`src/rtl/cnn_route_pkg.sv`:
```
// Shared types and constants for the PE-array result router.
// Destination indices name the consumers fed from the PE accumulator path.
package cnn_route_pkg;

    typedef enum logic [1:0] {IDLE, ROUTE, DRAIN} route_state_t;

    localparam int DEST_MAIN_BUF = 0;
    localparam int DEST_MAX_POOL = 1;

    // A single destination still needs a one-bit index field.
    function automatic int dest_width(input int n);
        return (n > 1) ? $clog2(n) : 1;
    endfunction

endpackage

```
`src/rtl/route_out_reg.sv`:
```
// Single-entry output register: one data word plus a full flag.
// It can take a new word in the same cycle the held word leaves, so a stream runs at one word per cycle.
module route_out_reg #(
    parameter int DATA_W = 32
) (
    input  logic              clk,
    input  logic              rst,
    input  logic              load_i,
    input  logic [DATA_W-1:0] load_data_i,
    input  logic              take_i,
    output logic              full_o,
    output logic [DATA_W-1:0] data_o,
    output logic              ready_o
);

    logic              full_q, full_d;
    logic [DATA_W-1:0] data_q, data_d;

    assign ready_o = !full_q || take_i;
    assign full_o  = full_q;
    assign data_o  = data_q;

    always_comb begin
        full_d = full_q;
        data_d = data_q;
        if (load_i) begin
            full_d = 1'b1;
            data_d = load_data_i;
        end else if (take_i) begin
            full_d = 1'b0;
        end
    end

    always_ff @(posedge clk) begin
        if (rst) begin
            full_q <= 1'b0;
            data_q <= '0;
        end else begin
            full_q <= full_d;
            data_q <= data_d;
        end
    end

endmodule

```
`src/rtl/stream_dest_router.sv`:
```
// Routes one tile of PE result words to a configured destination with valid/ready flow control.
// Optional build macro ROUTER_STALL_CNT_EN adds a saturating output stall counter (stall_cnt).
module stream_dest_router
    import cnn_route_pkg::*;
#(
    parameter int DATA_W   = 32,
    parameter int NUM_DEST = 2,
    parameter int LEN_W    = 16,
    parameter int DEST_W   = dest_width(NUM_DEST)
) (
    input  logic                       clk,
    input  logic                       rst,
    input  logic                       cfg_valid,
    output logic                       cfg_ready,
    input  logic [DEST_W-1:0]          cfg_dest,
    input  logic [LEN_W-1:0]           cfg_len,
    input  logic                       in_valid,
    output logic                       in_ready,
    input  logic [DATA_W-1:0]          in_data,
    output logic [NUM_DEST-1:0]        out_valid,
    input  logic [NUM_DEST-1:0]        out_ready,
    output logic [NUM_DEST*DATA_W-1:0] out_data,
    output logic                       busy,
    output logic                       tile_done,
    output logic                       err_bad_dest
`ifdef ROUTER_STALL_CNT_EN
    ,
    output logic [31:0]                stall_cnt
`endif
);

    route_state_t      state_q, state_d;
    logic [DEST_W-1:0] dest_q, dest_d;
    logic [LEN_W-1:0]  remain_q, remain_d;
    logic              tile_done_q, tile_done_d;
    logic              err_q, err_d;

    logic [NUM_DEST-1:0] sel;
    logic                sel_ready;
    logic                reg_full;
    logic                reg_ready;
    logic [DATA_W-1:0]   reg_data;
    logic                load;

    generate
        for (genvar gi = 0; gi < NUM_DEST; gi++) begin : g_dest
            assign sel[gi]                         = (dest_q == DEST_W'(gi));
            assign out_valid[gi]                   = sel[gi] && reg_full;
            assign out_data[gi*DATA_W +: DATA_W]   = (sel[gi] && reg_full) ? reg_data : '0;
        end
    endgenerate

    assign sel_ready = |(out_ready & sel);
    assign in_ready  = (state_q == ROUTE) && reg_ready;
    assign load      = in_valid && in_ready;

    route_out_reg #(.DATA_W(DATA_W)) u_out_reg (
        .clk         (clk),
        .rst         (rst),
        .load_i      (load),
        .load_data_i (in_data),
        .take_i      (sel_ready),
        .full_o      (reg_full),
        .data_o      (reg_data),
        .ready_o     (reg_ready)
    );

    always_comb begin
        state_d     = state_q;
        dest_d      = dest_q;
        remain_d    = remain_q;
        tile_done_d = 1'b0;
        err_d       = 1'b0;
        cfg_ready   = 1'b0;
        case (state_q)
            IDLE: begin
                cfg_ready = 1'b1;
                if (cfg_valid) begin
                    if (32'(cfg_dest) >= NUM_DEST) begin
                        err_d = 1'b1;
                    end else if (cfg_len == '0) begin
                        tile_done_d = 1'b1;
                    end else begin
                        dest_d   = cfg_dest;
                        remain_d = cfg_len;
                        state_d  = ROUTE;
                    end
                end
            end
            ROUTE: begin
                if (load) begin
                    remain_d = remain_q - LEN_W'(1);
                    if (remain_q == LEN_W'(1)) begin
                        state_d = DRAIN;
                    end
                end
            end
            DRAIN: begin
                // Done once the last word has left, including the cycle it leaves.
                if (!reg_full || sel_ready) begin
                    tile_done_d = 1'b1;
                    state_d     = IDLE;
                end
            end
            default: state_d = IDLE;
        endcase
    end

    always_ff @(posedge clk) begin
        if (rst) begin
            state_q     <= IDLE;
            dest_q      <= '0;
            remain_q    <= '0;
            tile_done_q <= 1'b0;
            err_q       <= 1'b0;
        end else begin
            state_q     <= state_d;
            dest_q      <= dest_d;
            remain_q    <= remain_d;
            tile_done_q <= tile_done_d;
            err_q       <= err_d;
        end
    end

    assign busy         = (state_q != IDLE);
    assign tile_done    = tile_done_q;
    assign err_bad_dest = err_q;

`ifdef ROUTER_STALL_CNT_EN
    logic [31:0] stall_cnt_q, stall_cnt_d;

    always_comb begin
        stall_cnt_d = stall_cnt_q;
        if ((state_q == IDLE) && (state_d == ROUTE)) begin
            stall_cnt_d = '0;
        end else if (reg_full && !sel_ready && (stall_cnt_q != 32'hFFFF_FFFF)) begin
            stall_cnt_d = stall_cnt_q + 32'd1;
        end
    end

    always_ff @(posedge clk) begin
        if (rst) begin
            stall_cnt_q <= '0;
        end else begin
            stall_cnt_q <= stall_cnt_d;
        end
    end

    assign stall_cnt = stall_cnt_q;
`endif

endmodule
```
`config.mk`:
```
export PLATFORM = sky130hd
export DESIGN_NAME = stream_dest_router
export DESIGN_NICKNAME = d
export VERILOG_FILES = /design/src/rtl/cnn_route_pkg.sv /design/src/rtl/route_out_reg.sv /design/src/rtl/stream_dest_router.sv
export SDC_FILE = /design/constraint.sdc
export NUM_CORES = 1
export LEC_CHECK = 0
export ABC_AREA = 1
export BUFFER_PORTS_ARGS = -buffer_cell sky130_fd_sc_hd__buf_2
export CORE_UTILIZATION = 48
export DETAILED_ROUTE_END_ITERATION = 8
export GPL_TIMING_DRIVEN = 1
export PLACE_DENSITY = 0.86
export SYNTH_ARGS = -nofsm -noshare
export SYNTH_HDL_FRONTEND = slang
export SYNTH_SLANG_ARGS = --single-unit
```
`constraint.sdc`:
```
create_clock -name clk -period 2.1 [get_ports clk]
set_input_delay 0.315 -clock clk [delete_from_list [all_inputs] [get_ports clk]]
set_output_delay 0.315 -clock clk [all_outputs]
set_load 0.01 [all_outputs]
```
After elaboration in Yosys (flattened, before gate mapping)
Cells that the tools add are included.
Word-level totals
  flip-flop bits (word level): 53
  bits in latches: 0
  RAM bits: 0
  ROM bits: 0
  output and inout bits: 71
  logic and storage cells: 52
  memories kept: 0
Cells by class
  $add $sub $neg: 1
  multiply operators: 0
  divide/modulo/power cells: 0
  magnitude comparators: 0
  equal/unequal tests: 8
  shift operators: 0
  multiplexer cells: 19
  bitwise operators: 3
  reductions and logical operators: 15
Operators by type and width (count)
  $mux W32: 2
  $mux W16: 3
  $pmux W16 S2: 1
  $eq A16 B1 Y1 const B: 1
  $logic_not A16 Y1: 1
  $sub A16 B1 Y16 const B: 1
  $mux W2: 5
  $ne A2 B2 Y1 const B: 4
  $mux W1: 6
  $pmux W2 S3: 1
  $reduce_bool A2 Y1: 3
  $reduce_and A5 Y1: 1
  $logic_and A1 B1 Y1: 4
  $reduce_and A4 Y1: 1
  $reduce_and A3 Y1: 1
  $and A2 B2 Y2: 1
  $eq A2 B1 Y1 const B: 1
  $eq A2 B2 Y1 const B: 1
  $logic_not A2 Y1: 1
  $ne A2 B1 Y1 const B: 1
  $not A1 Y1: 2
  $pmux W1 S2: 1
  $reduce_or A2 Y1: 1
  $logic_not A1 Y1: 1
  $logic_or A1 B1 Y1: 1

Logic depth before layout (Yosys ltp)
Gate-level depths: netlist of run 1.
  word-level depth: 8
  gate-level depth with buffers: 11
  gate-level depth less buffers: 11

Hierarchy
From an unflattened synthesis of run 1, not the netlist that was laid out.
Second synthesis, totals
  cells, all modules: 510
  area total of the unflattened synthesis: 3094.2 um^2
Modules (own cells, without submodules)
  stream_dest_router: times used 1, cells an instance 367, area an instance 1941.9 um^2, seq. area each 400.4 um^2
  route_out_reg: times used 1, cells an instance 143, area an instance 1152.4 um^2, seq. area each 660.6 um^2

Least setup slack after synthesis of run 1
Ideal clock, no wire load.
  kind: reg-to-reg
  from: reg state_q[1]
  to: reg remain_q[11]
  data arrival time: 1.334 ns
  required time: 1.986 ns
  setup slack: 0.652 ns
  cell stages (with the launch flop): 8
  path buffers: 1
  clock period less this slack: 1.448 ns
  cell sequence: dfxtp_1 > nor2_2 > nand3_1 > nand2_2 > nor2_4 > buf_8 > a21oi_1 > nor2_1
Between the ends
  word-level cells in the longest chain between the ends: 5
  elaborated cells on any way between the ends: 10
  classes of those cells: eq/ne: 4; mux: 1; reduce/logical: 5
RTL lines
  start, declared: RTL line stream_dest_router.sv:32  | route_state_t state_q, state_d;
  start signal, assigned: RTL line stream_dest_router.sv:117  | state_q <= state_d;
  $eq A2 B1 Y1: RTL line stream_dest_router.sv:54, stream_dest_router.sv:75
  $logic_and A1 B1 Y1: RTL line stream_dest_router.sv:54  | assign in_ready = (state_q == ROUTE) && reg_ready;
  $logic_and A1 B1 Y1: RTL line stream_dest_router.sv:55  | assign load = in_valid && in_ready;
  $ne A2 B2 Y1 (no source line)
  $reduce_and A4 Y1 (no source line)
  end signal, assigned: RTL line stream_dest_router.sv:119  | remain_q <= remain_d;
  end, declared: RTL line stream_dest_router.sv:34  | logic [LEN_W-1:0] remain_q, remain_d;
Several ways; a longest one is shown, not always the timed one.
A chain may end at the register's enable or synchronous reset.

Worst setup path in the final report of run 1
  from: reg state_q[1]
  to: reg remain_q[4]
Same word-level chain as after synthesis.

==> flow_summary.html, run 1 <==
<table>
<tr><th>Metric</th><th>Value</th></tr>
<tr><th colspan="2">Setup path</th></tr>
<tr><td>Reg2reg end</td><td>remain_q[4]</td></tr>
<tr><td>Worst setup slack for register-to-register paths</td><td>380 ps</td></tr>
<tr><td>Capturing element type of the critical path</td><td>register</td></tr>
<tr><td>Crit path launch type</td><td>register</td></tr>
<tr><td>Reg-to-reg startpoint</td><td>state_q[1]</td></tr>
<tr><td>Crit Path Max Fanout</td><td>18</td></tr>
<tr><td>Signal arrival time at the worst endpoint</td><td>1920 ps</td></tr>
<tr><td>Worst-case reg-to-reg path depth</td><td>8</td></tr>
<tr><td>Data required time of the critical path</td><td>2300 ps</td></tr>
<tr><td>Setup CP Type</td><td>reg2reg</td></tr>
<tr><th colspan="2">Power</th></tr>
<tr><td>Power per cell area</td><td>1093 mW/mm^2</td></tr>
<tr><td>Worst voltage drop across the vdd grid</td><td>0.0007228 V</td></tr>
<tr><td>Leakage</td><td>0.001858 uW</td></tr>
<tr><th colspan="2">Global routing</th></tr>
<tr><td>Overflow left after global routing</td><td>0</td></tr>
<tr><td>Global-route wire length before repair</td><td>11590 um</td></tr>
<tr><td>Initial antenna violation count</td><td>0</td></tr>
<tr><td>Vias in the first global route</td><td>2748</td></tr>
<tr><td>Overall routing resource usage</td><td>22.16%</td></tr>
<tr><td>Pin count of the biggest net entering global routing</td><td>66</td></tr>
<tr><th colspan="2">Logic synthesis</th></tr>
<tr><td>Share of async-settable or async-resettable flops after synthesis</td><td>0%</td></tr>
<tr><td>Most instantiated library cell after synthesis</td><td>sky130_fd_sc_hd__nor2_1</td></tr>
<tr><td>Top cell types by occurrence after synthesis</td><td>sky130_fd_sc_hd__nor2_1 (113), sky130_fd_sc_hd__nand2_1 (78), sky130_fd_sc_hd__inv_1 (58)</td></tr>
<tr><td>Number of nets produced by synthesis</td><td>537</td></tr>
<tr><td>Syn Inst Count</td><td>480</td></tr>
<tr><td>Combinational family with the most area after synthesis</td><td>simple AND/OR/NAND/NOR gates</td></tr>
<tr><td>Compound-cell area share of the yosys netlist</td><td>18.41%</td></tr>
<tr><td>Post-synth design cell area</td><td>0.003004 mm^2</td></tr>
<tr><td>Flip-flop and latch count after synthesis</td><td>53</td></tr>
<tr><td>Sequential fraction of the synthesis area</td><td>35.32%</td></tr>
<tr><td>Biggest area contributors in the synthesized netlist</td><td>sky130_fd_sc_hd__dfxtp_1 (35%), sky130_fd_sc_hd__nor2_1 (14%), sky130_fd_sc_hd__nand2_1 (9.7%)</td></tr>
<tr><td>Count of unique library cells instantiated by Yosys</td><td>32</td></tr>
<tr><td>EDFF count, synth</td><td>0</td></tr>
<tr><td>Synth warnings</td><td>0</td></tr>
<tr><td>Most area-hungry cell type in the Yosys netlist</td><td>sky130_fd_sc_hd__dfxtp_1</td></tr>
<tr><td>Multiplexer area fraction after synthesis</td><td>0%</td></tr>
<tr><td>Post-Synth XOR/XNOR Area</td><td>0.5831%</td></tr>
<tr><td>Basic-gate share of the synthesized area counting and, or, nand and nor cells</td><td>32.86%</td></tr>
<tr><td>Post-synthesis share of cell area spent on full adders, half adders and majority gates</td><td>0.8330%</td></tr>
<tr><td>Most used DFF post-synth</td><td>sky130_fd_sc_hd__dfxtp_1</td></tr>
<tr><td>Area share of the largest cell type after synthesis</td><td>35.32%</td></tr>
<tr><td>Mean instance size in the synthesized netlist</td><td>6.259 um^2</td></tr>
<tr><th colspan="2">Clock network</th></tr>
<tr><td>CTS H-tree depth</td><td>2</td></tr>
<tr><td>Setup repair bufs after CTS</td><td>0</td></tr>
<tr><td>TritonCTS Buffers</td><td>5</td></tr>
<tr><td>Clock latency on the worst-skew pair</td><td>310 ps</td></tr>
<tr><td>Number of buffers added to fix hold violations after cts</td><td>0</td></tr>
<tr><td>Post-cts repair resize count</td><td>0</td></tr>
<tr><td>CTS tree</td><td>done</td></tr>
<tr><td>Bufs on Longest Clock Path</td><td>2</td></tr>
<tr><td>Root buffer cell</td><td>sky130_fd_sc_hd__clkbuf_8</td></tr>
<tr><td>Clock slew seen by the registers of the worst setup and hold paths</td><td>100 ps</td></tr>
<tr><td>Clk sinks</td><td>53</td></tr>
<tr><th colspan="2">Die</th></tr>
<tr><td>DIE WIDTH</td><td>81.11 um</td></tr>
<tr><td>Standard-cell rows</td><td>28</td></tr>
<tr><td>Core Footprint</td><td>0.005991 mm^2</td></tr>
<tr><td>I/O pin total</td><td>126</td></tr>
<tr><td>Full die area</td><td>0.006579 mm^2</td></tr>
<tr><td>Starting density of the core</td><td>50.15%</td></tr>
<tr><td>Die Ht</td><td>81.11 um</td></tr>
<tr><th colspan="2">Timing</th></tr>
<tr><td>Accumulated negative setup slack</td><td>0 ps</td></tr>
<tr><td>Achievable Freq</td><td>580.7 MHz</td></tr>
<tr><td>Slew Viols, Final</td><td>0</td></tr>
<tr><td>Hold violation total from the final report</td><td>0</td></tr>
<tr><td>Final critical delay including setup and external delays</td><td>1722 ps</td></tr>
<tr><td>Final setup violation count</td><td>0</td></tr>
<tr><td>Post-Route Skew</td><td>11.67 ps</td></tr>
<tr><td>RSZ-0062 raised after global routing</td><td>no</td></tr>
<tr><td>Post-route clock period utilization</td><td>82.00%</td></tr>
<tr><th colspan="2">Run</th></tr>
<tr><td>Max-capacitance violation count</td><td>0</td></tr>
<tr><th colspan="2">Final layout</th></tr>
<tr><td>Share of final-layout standard cells stronger than drive strength 1</td><td>28.50%</td></tr>
<tr><td>Antenna cells</td><td>0</td></tr>
<tr><td>NumNets Final</td><td>649</td></tr>
<tr><td>Final design utilization</td><td>62.61%</td></tr>
<tr><td>Area growth from synthesis to layout</td><td>24.86%</td></tr>
<tr><td>Fill cell instance count of the final layout</td><td>584</td></tr>
<tr><th colspan="2">Outcome</th></tr>
<tr><td>Status</td><td>completed</td></tr>
<tr><th colspan="2">Routing</th></tr>
<tr><td>Count of nets left with antenna violations after detail routing</td><td>0</td></tr>
<tr><td>Drt wl/cell</td><td>11.35 um</td></tr>
<tr><td>Number of violations reported at the end of detailed-routing iteration 0</td><td>161</td></tr>
<tr><td>Via density per instance</td><td>5.010</td></tr>
<tr><td>Drt pass-1 iters</td><td>4</td></tr>
<tr><td>Via count</td><td>3347</td></tr>
<tr><td>Post-route DRC</td><td>0</td></tr>
<tr><td>Total Wirelength</td><td>7581 um</td></tr>
<tr><th colspan="2">Hold path</th></tr>
<tr><td>Hold crit path type</td><td>in2reg</td></tr>
<tr><td>End point of the worst hold path</td><td>u_out_reg.data_o[9]</td></tr>
<tr><td>Hold path start</td><td>in_data[9]</td></tr>
<tr><td>Hold Path Depth</td><td>3</td></tr>
<tr><th colspan="2">Placement</th></tr>
<tr><td>Port Buf Inserts</td><td>124</td></tr>
<tr><td>HPWL after detailed placement</td><td>5660 um</td></tr>
<tr><td>Routability congestion estimate</td><td>0.9469</td></tr>
</table>
-- logic make-up (layout without fill, tap and decap cells) --
logic type               count (synthesis)  count (layout)
AND/OR/NAND/NOR                        234             234
flip-flops                              53              53
XOR/XNOR                                 2               2
other                                    1               1
AO/OA/AOI/OAI                          102             102
adder cells (fa/ha/maj)                  2               2
buffers and inverters                   86             199
-- placed cells by master, fill, tap and decap left out, types with 3 or more instances in the layout --
| cell type | count |
|---|---|
| sky130_fd_sc_hd__o21ai_0 | 27 |
| sky130_fd_sc_hd__a21oi_1 | 43 |
| sky130_fd_sc_hd__inv_1 | 58 |
| sky130_fd_sc_hd__nand3_2 | 3 |
| sky130_fd_sc_hd__buf_2 | 124 |
| sky130_fd_sc_hd__nor2_2 | 4 |
| sky130_fd_sc_hd__buf_4 | 3 |
| sky130_fd_sc_hd__nand3_1 | 20 |
| sky130_fd_sc_hd__nor2_4 | 3 |
| sky130_fd_sc_hd__dfxtp_1 | 53 |
| sky130_fd_sc_hd__clkbuf_8 | 5 |
| sky130_fd_sc_hd__a21oi_2 | 8 |
| sky130_fd_sc_hd__nor2_1 | 113 |
| sky130_fd_sc_hd__o21ai_1 | 21 |
| sky130_fd_sc_hd__nand2_2 | 7 |
| sky130_fd_sc_hd__nand2_1 | 77 |
-- layer usage --
| metal | vias up | wire, um | global-route usage [%] |
|---|---|---|---|
| met5 | - | 0 | 0 |
| met2 | 122 | 3766 | 40.76 |
| met4 | 0 | 52 | 5.179 |
| li1 | 1722 | - | - |
| met3 | 7 | 551 | 4.607 |
| met1 | 1496 | 3211 | 26.05 |
-- through the flow --
stage / worst slack, ps / std cells / power (uW) / hold slack [ps] / cell area [um^2]
6_report: 378.0 / 668 / 4099 / 269.7 / 3751
4_1_cts: 379.1 / 668 / 4111 / 263.6 / 3751
5_1_grt: 225.5 / 668 / 4454 / 262.8 / 3751
3_5_place_dp: 405.7 / 660 / 3527 / 467.6 / 3665
3_3_place_gp: 486.2 / 660 / 3444 / 460.9 / 3665
2_1_floorplan: 652.1 / 480 / 3087 / 449.7 / 3004
-- layout make-up --
class / count / area [um^2] / area share [%]
clock inverter: 2 / 13.76 / 0.3669
multi-input combinational: 341 / 1589 / 42.36
tap: 75 / 93.84 / 2.502
sequential: 53 / 1061 / 28.29
clock buffer: 6 / 72.57 / 1.935
inverter: 62 / 237.7 / 6.338
timing repair buffer: 129 / 683.2 / 18.21
-- where the power goes --
group / total (uW) / switching, uW / internal [uW]
registers: 1480 / 184 / 1300
logic: 2040 / 1360 / 688
clock network: 575 / 336 / 238
-- critical path, stage by stage, from the launching register on --
cell and delay [ps]:
sky130_fd_sc_hd__dfxtp_1 460, sky130_fd_sc_hd__nor2_4 80, sky130_fd_sc_hd__inv_4 170, sky130_fd_sc_hd__o21bai_2 180
sky130_fd_sc_hd__nand2_2 110, sky130_fd_sc_hd__nor2_4 370, sky130_fd_sc_hd__nand2_1 90, sky130_fd_sc_hd__o21ai_0 100
sky130_fd_sc_hd__nor2_1 60
-- registers in the layout (all words and copies together), names as in the netlist --
name / count
u_out_reg.full_o: 1
tile_done: 1
u_out_reg.data_o: 32
remain_q: 16
state_q: 2
dest_q: 1
-- worst max path at each step --
stage / from / endpoint / slack [ps] / depth (start not counted)
after floorplan: state_q[1] / remain_q[11] / 650 / 7
after global placement: state_q[1] / remain_q[4] / 490 / 8
after detailed placement: state_q[1] / remain_q[4] / 410 / 8
after CTS: state_q[1] / remain_q[14] / 380 / 7
after global routing: state_q[1] / remain_q[4] / 230 / 8
final: state_q[1] / remain_q[4] / 380 / 8
Power figures use the tool's default switching activity.
==> run 2, diff against run 1 <==
Settings changed: ABC_AREA 1 to 0, CORE_UTILIZATION 48 to 47.
Clock period 2.1 ns to 1.7 ns, I/O delays scaled along.
==> run 2 against run 1 <==
Net effect:
- critical endpoint is now remain_q[11]
- largest cell class unchanged
- the run now ends with setup timing left
- sequential share of layout area fell by 5.0 points
- register-to-register slack got worse by 590 ps
- cell count decreased by 5.7%
==> flow_summary.html, run 2 <==
<table>
<tr><th>Metric</th><th>Value</th></tr>
<tr><th colspan="2">Hold path</th></tr>
<tr><td>Hold crit path type</td><td>in2reg</td></tr>
<tr><th colspan="2">Die</th></tr>
<tr><td>Die Ht</td><td>79.84 um</td></tr>
<tr><td>Full die area</td><td>0.006374 mm^2</td></tr>
<tr><td>Starting density of the core</td><td>50.18%</td></tr>
<tr><td>Core Footprint</td><td>0.005675 mm^2</td></tr>
<tr><td>I/O pin total</td><td>126</td></tr>
<tr><td>Standard-cell rows</td><td>27</td></tr>
<tr><td>DIE WIDTH</td><td>79.84 um</td></tr>
<tr><th colspan="2">Placement</th></tr>
<tr><td>Cells after DPL</td><td>604</td></tr>
<tr><td>Routability congestion estimate</td><td>0.8935</td></tr>
<tr><td>Port Buf Inserts</td><td>124</td></tr>
<tr><td>Dpl cell area</td><td>0.003809 mm^2</td></tr>
<tr><td>Pre-CTS WS</td><td>-167.6 ps</td></tr>
<tr><td>HPWL after detailed placement</td><td>6412 um</td></tr>
<tr><th colspan="2">Setup path</th></tr>
<tr><td>Capturing element type of the critical path</td><td>register</td></tr>
<tr><td>Data required time of the critical path</td><td>1930 ps</td></tr>
<tr><td>Reg-to-reg startpoint</td><td>remain_q[10]</td></tr>
<tr><td>Worst-case reg-to-reg path depth</td><td>7</td></tr>
<tr><td>Most numerous cell on the critical path</td><td>sky130_fd_sc_hd__buf_6</td></tr>
<tr><td>Sequence of cells on the critical path</td><td>or4_4 &gt; buf_4 &gt; buf_6 &gt; buf_6 &gt; o41ai_2 &gt; nand2_1 &gt; a21oi_1</td></tr>
<tr><td>Crit Path Max Fanout</td><td>2</td></tr>
<tr><td>Start point of the critical path</td><td>remain_q[10]</td></tr>
<tr><td>Delay of the slowest cell on the worst path</td><td>530 ps</td></tr>
<tr><td>Signal arrival time at the worst endpoint</td><td>2150 ps</td></tr>
<tr><td>Worst setup slack for register-to-register paths</td><td>-220 ps</td></tr>
<tr><td>Worst setup path endpoint</td><td>remain_q[11]</td></tr>
<tr><td>Slowest stage cell, crit path</td><td>sky130_fd_sc_hd__or4_4</td></tr>
<tr><td>Setup CP Type</td><td>reg2reg</td></tr>
<tr><td>Crit path launch type</td><td>register</td></tr>
<tr><td>Reg2reg end</td><td>remain_q[11]</td></tr>
<tr><th colspan="2">Routing</th></tr>
<tr><td>Count of nets left with antenna violations after detail routing</td><td>0</td></tr>
<tr><td>Via count</td><td>3785</td></tr>
<tr><td>Total Wirelength</td><td>11890 um</td></tr>
<tr><td>Drt wl/cell</td><td>18.87 um</td></tr>
<tr><td>Drt pass-1 iters</td><td>5</td></tr>
<tr><td>Post-route DRC</td><td>0</td></tr>
<tr><td>Number of violations reported at the end of detailed-routing iteration 0</td><td>332</td></tr>
<tr><td>Via density per instance</td><td>6.008</td></tr>
<tr><th colspan="2">Clock network</th></tr>
<tr><td>Clock slew seen by the registers of the worst setup and hold paths</td><td>100 ps</td></tr>
<tr><td>Clk sinks</td><td>53</td></tr>
<tr><td>Clock latency on the worst-skew pair</td><td>300 ps</td></tr>
<tr><td>Bufs on Longest Clock Path</td><td>2</td></tr>
<tr><td>CTS H-tree depth</td><td>2</td></tr>
<tr><td>CTS tree</td><td>done</td></tr>
<tr><td>TritonCTS Buffers</td><td>5</td></tr>
<tr><td>Root buffer cell</td><td>sky130_fd_sc_hd__clkbuf_8</td></tr>
<tr><th colspan="2">Logic synthesis</th></tr>
<tr><td>Top cell types by occurrence after synthesis</td><td>sky130_fd_sc_hd__nand2_1 (93), sky130_fd_sc_hd__dfxtp_1 (53), sky130_fd_sc_hd__a21oi_1 (51)</td></tr>
<tr><td>EDFF count, synth</td><td>0</td></tr>
<tr><td>Sequential fraction of the synthesis area</td><td>37.26%</td></tr>
<tr><td>Most used DFF post-synth</td><td>sky130_fd_sc_hd__dfxtp_1</td></tr>
<tr><td>Flip-flop and latch count after synthesis</td><td>53</td></tr>
<tr><td>Biggest area contributors in the synthesized netlist</td><td>sky130_fd_sc_hd__dfxtp_1 (37%), sky130_fd_sc_hd__nand2_1 (12%), sky130_fd_sc_hd__a21oi_1 (9.0%)</td></tr>
<tr><td>Mean instance size in the synthesized netlist</td><td>7.265 um^2</td></tr>
<tr><td>Post-synth design cell area</td><td>0.002848 mm^2</td></tr>
<tr><td>Share of async-settable or async-resettable flops after synthesis</td><td>0%</td></tr>
<tr><td>Synth warnings</td><td>0</td></tr>
<tr><td>Number of nets produced by synthesis</td><td>449</td></tr>
<tr><td>Most area-hungry cell type in the Yosys netlist</td><td>sky130_fd_sc_hd__dfxtp_1</td></tr>
<tr><td>Most instantiated library cell after synthesis</td><td>sky130_fd_sc_hd__nand2_1</td></tr>
<tr><td>Syn Inst Count</td><td>392</td></tr>
<tr><td>Area share of the largest cell type after synthesis</td><td>37.26%</td></tr>
<tr><td>Count of unique library cells instantiated by Yosys</td><td>47</td></tr>
<tr><th colspan="2">Power</th></tr>
<tr><td>Leakage</td><td>0.002230 uW</td></tr>
<tr><td>Power per cell area</td><td>711.8 mW/mm^2</td></tr>
<tr><td>Post-route total power</td><td>3272 uW</td></tr>
<tr><td>Worst voltage drop across the vdd grid</td><td>0.0005952 V</td></tr>
<tr><th colspan="2">Final layout</th></tr>
<tr><td>Commonest cells after routing, fill and taps aside</td><td>sky130_fd_sc_hd__nand2_1 (93), sky130_fd_sc_hd__buf_2 (91), sky130_fd_sc_hd__buf_4 (54), sky130_fd_sc_hd__dfxtp_1 (49), sky130_fd_sc_hd__a21oi_1 (47)</td></tr>
<tr><td>Area growth from synthesis to layout</td><td>61.42%</td></tr>
<tr><td>Fill cell instance count of the final layout</td><td>325</td></tr>
<tr><td>Post-route standard cell area excluding fillers</td><td>0.004597 mm^2</td></tr>
<tr><td>Flip-flop count of the largest register after layout</td><td>32</td></tr>
<tr><td>Share of final-layout standard cells stronger than drive strength 1</td><td>47.13%</td></tr>
<tr><td>Antenna cells</td><td>0</td></tr>
<tr><td>NumNets Final</td><td>614</td></tr>
<tr><td>Layout Cells excl Fill</td><td>630</td></tr>
<tr><td>Leading cell type in the layout, fill and taps excluded</td><td>sky130_fd_sc_hd__nand2_1</td></tr>
<tr><th colspan="2">Global routing</th></tr>
<tr><td>Vias in the first global route</td><td>3040</td></tr>
<tr><td>Overflow left after global routing</td><td>0</td></tr>
<tr><td>Overall routing resource usage</td><td>27.94%</td></tr>
<tr><td>Global-route wire length before repair</td><td>13990 um</td></tr>
<tr><td>Initial antenna violation count</td><td>0</td></tr>
<tr><td>Pin count of the biggest net entering global routing</td><td>36</td></tr>
<tr><th colspan="2">Timing</th></tr>
<tr><td>Final critical delay including setup and external delays</td><td>1915 ps</td></tr>
<tr><td>Post-route clock period utilization</td><td>112.7%</td></tr>
<tr><td>Final setup violation count</td><td>37</td></tr>
<tr><td>Post-layout worst setup margin</td><td>-215.3 ps</td></tr>
<tr><td>Post-Route Skew</td><td>5.463 ps</td></tr>
<tr><td>RSZ-0062 raised after global routing</td><td>yes</td></tr>
<tr><td>Achievable Freq</td><td>522.1 MHz</td></tr>
<tr><td>Slew Viols, Final</td><td>0</td></tr>
<tr><td>Hold violation total from the final report</td><td>0</td></tr>
<tr><th colspan="2">Run</th></tr>
<tr><td>Max-capacitance violation count</td><td>0</td></tr>
<tr><th colspan="2">Outcome</th></tr>
<tr><td>Violated checks</td><td>setup timing</td></tr>
<tr><td>Status</td><td>finished with violations</td></tr>
</table>
==> run 2: changes by cell type after synthesis, moves of 18 or more <==
cell,previous run,this run
sky130_fd_sc_hd__nand3_1,20,2
sky130_fd_sc_hd__inv_1,58,5
sky130_fd_sc_hd__o21ai_1,21,1
sky130_fd_sc_hd__nor2_1,113,12
sky130_fd_sc_hd__and3_1,0,33
sky130_fd_sc_hd__and2_1,0,35
==> run 2: logic make-up (layout without fill, tap and decap cells) <==
| logic type | Yosys count | in the layout | synth area share [%] |
|---|---|---|---|
| buffers and inverters | 38 | 204 | 5.536 |
| other | 1 | 1 | 0.1317 |
| AOI/OAI and AO/OA | 94 | 94 | 19.77 |
| and+or+nand+nor | 201 | 201 | 35.32 |
| adders and majority gates | 2 | 2 | 0.8786 |
| DFF | 53 | 53 | 37.26 |
| muxes | 3 | 3 | 1.098 |
==> run 2: worst min path at each step <==
stage / start / to / slack, ps / depth (start not counted)
final: in_data[26] / u_out_reg.data_o[26] / 180 / 3
after global routing: in_data[26] / u_out_reg.data_o[26] / 180 / 3
after CTS: in_data[4] / u_out_reg.data_o[4] / 180 / 3
after detailed placement: u_out_reg.data_o[4] / u_out_reg.data_o[4] / 450 / 2
after global placement: u_out_reg.data_o[5] / u_out_reg.data_o[5] / 450 / 2
after floorplan: in_data[0] / u_out_reg.data_o[0] / 390 / 2
==> run 2: report_power, final <==
group	leakage [uW]	internal, uW	switching (uW)	total (uW)
sequential	0.000435	1320	71.3	1390
combinational	0.00174	481	534	1010
clock	0.0000554	443	427	870
total	0.00223	2240	1030	3270
==> run 2: per-stage QoR <==
| step | utilization (%) | setup TNS (ps) | hold WS (ps) |
|---|---|---|---|
| 4_1_cts | 71.30 | -524.1 | 180.3 |
| 5_1_grt | 81.00 | -4689 | 177.8 |
| 3_3_place_gp | 67.11 | -295.9 | 449.1 |
| 2_1_floorplan | - | -226.2 | 391.0 |
| 6_report | 81.00 | -3097 | 176.7 |
| 3_5_place_dp | 67.11 | -832.1 | 454.2 |
==> run 2: what timing repair did <==
action                     4_1_cts  5_1_grt
gates cloned                     2        4
hold buffers                     0        0
gates resized for setup         26       92
setup endpoints to repair       42       67
pin swaps                       11       32
buffers inserted                 3       10
==> run 2: area by class of cell <==
type	instances	area, um^2	share of cell area [%]
Clock buffer	6	72.57	1.579
Clock inverter	2	38.79	0.8438
Inverter	5	18.77	0.4083
Multi-Input combinational cell	301	1876	40.80
Sequential cell	53	1069	23.24
Tap cell	72	90.09	1.960
Timing Repair Buffer	191	1433	31.16
==> run 2: critical path: cells and delay by family (launching register included) <==
family	cells	cell delay, ps
flip-flops	1	330
AO/OA/AOI/OAI	2	500
AND/OR/NAND/NOR	2	640
buffers and inverters	3	380
==> run 2: layer usage <==
layer	vias up	wire length, um	GRT usage (%)
met5	-	0	0
met4	0	533	7.321
met3	58	1051	3.200
met2	272	5797	51.28
met1	1779	4508	34.22
li1	1676	-	-
==> run 3, diff against run 2 <==
Settings changed: CORE_UTILIZATION 47 to 49, CTS_BUF_LIST from default to sky130_fd_sc_hd__clkbuf_4 sky130_fd_sc_hd__clkbuf_8, PLACE_DENSITY 0.86 to 0.88.
==> run 3 against run 2 <==
Net effect:
- the flow still finishes with violations (setup timing)
- global-route usage rose by 0.89 points
- final area is 2.9% lower
- core utilization fell by 0.44 points
- combinational power down 4%
- setup slack better by 11 ps
- non-clock buffer count is 9 lower
==> flow_summary.html, run 3 (synthesized netlist as in run 2, its figures left out) <==
<table>
<tr><th>Metric</th><th>Value</th></tr>
<tr><th colspan="2">Outcome</th></tr>
<tr><td>Status</td><td>finished with violations</td></tr>
<tr><td>Violated checks</td><td>setup timing</td></tr>
<tr><th colspan="2">Timing</th></tr>
<tr><td>Worst hold slack across all endpoints</td><td>182.5 ps</td></tr>
<tr><td>Post-layout worst setup margin</td><td>-204.0 ps</td></tr>
<tr><td>Hold violation total from the final report</td><td>0</td></tr>
<tr><td>Final setup violation count</td><td>19</td></tr>
<tr><td>RSZ-0062 raised after global routing</td><td>yes</td></tr>
<tr><td>Post-Route Skew</td><td>10.88 ps</td></tr>
<tr><td>Slew Viols, Final</td><td>0</td></tr>
<tr><td>Post-route clock period utilization</td><td>112.0%</td></tr>
<tr><td>Final critical delay including setup and external delays</td><td>1904 ps</td></tr>
<tr><td>Achievable Freq</td><td>525.2 MHz</td></tr>
<tr><th colspan="2">Global routing</th></tr>
<tr><td>Grt met1 use</td><td>33.07%</td></tr>
<tr><td>Pin count of the biggest net entering global routing</td><td>36</td></tr>
<tr><td>M2 GR Usage</td><td>53.07%</td></tr>
<tr><td>Global route hottest layer</td><td>met2</td></tr>
<tr><td>Global-route wire length before repair</td><td>14160 um</td></tr>
<tr><td>Overall routing resource usage</td><td>28.82%</td></tr>
<tr><td>Vias in the first global route</td><td>3118</td></tr>
<tr><td>Overflow left after global routing</td><td>0</td></tr>
<tr><td>Met3 capacity usage during global routing</td><td>5.116%</td></tr>
<tr><td>Initial antenna violation count</td><td>0</td></tr>
<tr><th colspan="2">Die</th></tr>
<tr><td>Standard-cell rows</td><td>27</td></tr>
<tr><td>Core Footprint</td><td>0.005540 mm^2</td></tr>
<tr><td>DIE WIDTH</td><td>78.24 um</td></tr>
<tr><td>Die Ht</td><td>78.24 um</td></tr>
<tr><td>I/O pin total</td><td>126</td></tr>
<tr><td>Starting density of the core</td><td>51.40%</td></tr>
<tr><td>Full die area</td><td>0.006121 mm^2</td></tr>
<tr><th colspan="2">Clock network</th></tr>
<tr><td>Clock slew seen by the registers of the worst setup and hold paths</td><td>100 ps</td></tr>
<tr><td>Bufs on Longest Clock Path</td><td>2</td></tr>
<tr><td>Clock latency on the worst-skew pair</td><td>310 ps</td></tr>
<tr><td>TritonCTS Buffers</td><td>5</td></tr>
<tr><td>CTS H-tree depth</td><td>2</td></tr>
<tr><td>Clk sinks</td><td>53</td></tr>
<tr><td>CTS tree</td><td>done</td></tr>
<tr><td>Number of buffers added to fix hold violations after cts</td><td>0</td></tr>
<tr><td>Root buffer cell</td><td>sky130_fd_sc_hd__clkbuf_8</td></tr>
<tr><th colspan="2">Setup path</th></tr>
<tr><td>Reg2reg end</td><td>remain_q[13]</td></tr>
<tr><td>Start point of the critical path</td><td>remain_q[10]</td></tr>
<tr><td>Reg-to-reg startpoint</td><td>remain_q[10]</td></tr>
<tr><td>Signal arrival time at the worst endpoint</td><td>2160 ps</td></tr>
<tr><td>Sequence of cells on the critical path</td><td>or4_4 &gt; or3_4 &gt; o41ai_2 &gt; and3_1 &gt; a31o_2</td></tr>
<tr><td>Capturing element type of the critical path</td><td>register</td></tr>
<tr><td>Largest delay share family, worst path</td><td>simple AND/OR/NAND/NOR gates</td></tr>
<tr><td>Worst-case reg-to-reg path depth</td><td>5</td></tr>
<tr><td>Setup CP Type</td><td>reg2reg</td></tr>
<tr><td>Worst setup path endpoint</td><td>remain_q[13]</td></tr>
<tr><td>Crit Path Max Fanout</td><td>4</td></tr>
<tr><td>Data required time of the critical path</td><td>1960 ps</td></tr>
<tr><td>Slowest stage cell, crit path</td><td>sky130_fd_sc_hd__or4_4</td></tr>
<tr><td>Delay of the slowest cell on the worst path</td><td>530 ps</td></tr>
<tr><td>WP depth</td><td>5</td></tr>
<tr><td>Crit path launch type</td><td>register</td></tr>
<tr><td>Worst setup slack for register-to-register paths</td><td>-200 ps</td></tr>
<tr><td>Buf+Inv Stages, Crit Path</td><td>0</td></tr>
<tr><th colspan="2">Power</th></tr>
<tr><td>Clock network power share</td><td>24.5%</td></tr>
<tr><td>Switching power share of the total</td><td>32.63%</td></tr>
<tr><td>Worst voltage drop across the vdd grid</td><td>0.0004436 V</td></tr>
<tr><td>Design internal power</td><td>2104 uW</td></tr>
<tr><td>Switch Pwr</td><td>1019 uW</td></tr>
<tr><td>Power per cell area</td><td>699.9 mW/mm^2</td></tr>
<tr><td>Combinational group share of total power</td><td>31.0%</td></tr>
<tr><td>Leakage</td><td>0.002180 uW</td></tr>
<tr><td>Register share of total power</td><td>44.5%</td></tr>
<tr><td>Post-route total power</td><td>3123 uW</td></tr>
<tr><th colspan="2">Placement</th></tr>
<tr><td>Routability congestion estimate</td><td>0.8988</td></tr>
<tr><td>Port Buf Inserts</td><td>124</td></tr>
<tr><td>Pre-CTS WS</td><td>-152.3 ps</td></tr>
<tr><td>Cells after DPL</td><td>601</td></tr>
<tr><td>HPWL after detailed placement</td><td>6237 um</td></tr>
<tr><th colspan="2">Routing</th></tr>
<tr><td>Post-route DRC</td><td>0</td></tr>
<tr><td>Count of nets left with antenna violations after detail routing</td><td>0</td></tr>
<tr><td>Via density per instance</td><td>6.061</td></tr>
<tr><td>Drt wl/cell</td><td>18.26 um</td></tr>
<tr><td>Number of violations reported at the end of detailed-routing iteration 0</td><td>299</td></tr>
<tr><td>Drt pass-1 iters</td><td>5</td></tr>
<tr><td>Total Wirelength</td><td>11360 um</td></tr>
<tr><td>Via count</td><td>3770</td></tr>
<tr><th colspan="2">Run</th></tr>
<tr><td>Max-capacitance violation count</td><td>0</td></tr>
<tr><th colspan="2">Final layout</th></tr>
<tr><td>Layout Cells excl Fill</td><td>622</td></tr>
<tr><td>Area of all sequential standard cells</td><td>0.001072 mm^2</td></tr>
<tr><td>Commonest cells after routing, fill and taps aside</td><td>sky130_fd_sc_hd__buf_2 (100), sky130_fd_sc_hd__nand2_1 (90), sky130_fd_sc_hd__a21oi_1 (48), sky130_fd_sc_hd__dfxtp_1 (48), sky130_fd_sc_hd__buf_4 (45)</td></tr>
<tr><td>Area growth from synthesis to layout</td><td>56.72%</td></tr>
<tr><td>Flip-flop count of the largest register after layout</td><td>32</td></tr>
<tr><td>Share of final-layout standard cells stronger than drive strength 1</td><td>46.00%</td></tr>
<tr><td>NumNets Final</td><td>606</td></tr>
<tr><td>Combined area of the multi-input logic cells</td><td>0.001861 mm^2</td></tr>
<tr><td>Leading cell type in the layout, fill and taps excluded</td><td>sky130_fd_sc_hd__buf_2</td></tr>
<tr><td>Antenna cells</td><td>0</td></tr>
<tr><td>Fill cell instance count of the final layout</td><td>331</td></tr>
<tr><th colspan="2">Hold path</th></tr>
<tr><td>Hold crit path type</td><td>in2reg</td></tr>
</table>
run 3: cell types whose count changed in the layout (fill, tap and decap cells not counted), sizes merged:
cell / before / now
buf: 188 / 179
clkinv: 1 / 2
bufinv: 1 / 0
o22a: 1 / 2
run 3: what timing repair did:
item                                   in CTS  in global routing
buffers inserted                            0                  8
setup endpoints to repair                  42                 77
gates cloned                                0                  6
resized for setup                          19                 87
endpoints found under the hold margin       0                  0
pin swaps                                   5                 22
run 3: worst min path at each step:
stage	startpoint	end	slack, ps	cells past startpoint
6_report	in_data[23]	u_out_reg.data_o[23]	180	3
5_1_grt	in_data[23]	u_out_reg.data_o[23]	180	3
4_1_cts	in_data[19]	u_out_reg.data_o[19]	180	3
3_5_place_dp	u_out_reg.data_o[8]	u_out_reg.data_o[8]	460	2
3_3_place_gp	u_out_reg.data_o[17]	u_out_reg.data_o[17]	450	2
2_1_floorplan	in_data[0]	u_out_reg.data_o[0]	390	2
run 3: layer usage:
metal / part of all wire, % / up-vias
met5: 0 / -
met4: 4.4 / 0
met3: 8.6 / 65
met2: 50 / 285
met1: 36 / 1753
li1: - / 1667
run 3: worst reg2reg max path, stage by stage (launching register included):
cell and delay (ps):
sky130_fd_sc_hd__dfxtp_2 330, sky130_fd_sc_hd__or4_4 530, sky130_fd_sc_hd__or3_4 420, sky130_fd_sc_hd__o41ai_2 260
sky130_fd_sc_hd__and3_1 220, sky130_fd_sc_hd__a31o_2 100
run 3: final cells by class:
class                   instances  area share (%)
flip-flops and latches         53           24.03
inverters                       5          0.4205
multi-input cells             302           41.69
repair buffers                182           29.69
clock buffers                   6           1.850
clock inverters                 2          0.3084
well taps                      72           2.019
run 3: metrics by stage:
stage	instance area (um^2)	TNS [ps]	utilization, %
finish	4463	-625.4	80.56
global route	4463	-2214	80.56
CTS	3956	-344.2	71.41
detailed placement	3786	-1409	68.34
global placement	3786	-1257	68.34
floorplan	2861	-226.2	-
run 3: power by group through the flow:
stage / logic [uW] / clock network [uW] / registers [uW]
floorplan: 415 / 0 / 1390
global placement: 712 / 0 / 1390
detailed placement: 734 / 0 / 1400
CTS: 775 / 768 / 1370
global route: 1020 / 822 / 1400
finish: 968 / 766 / 1390
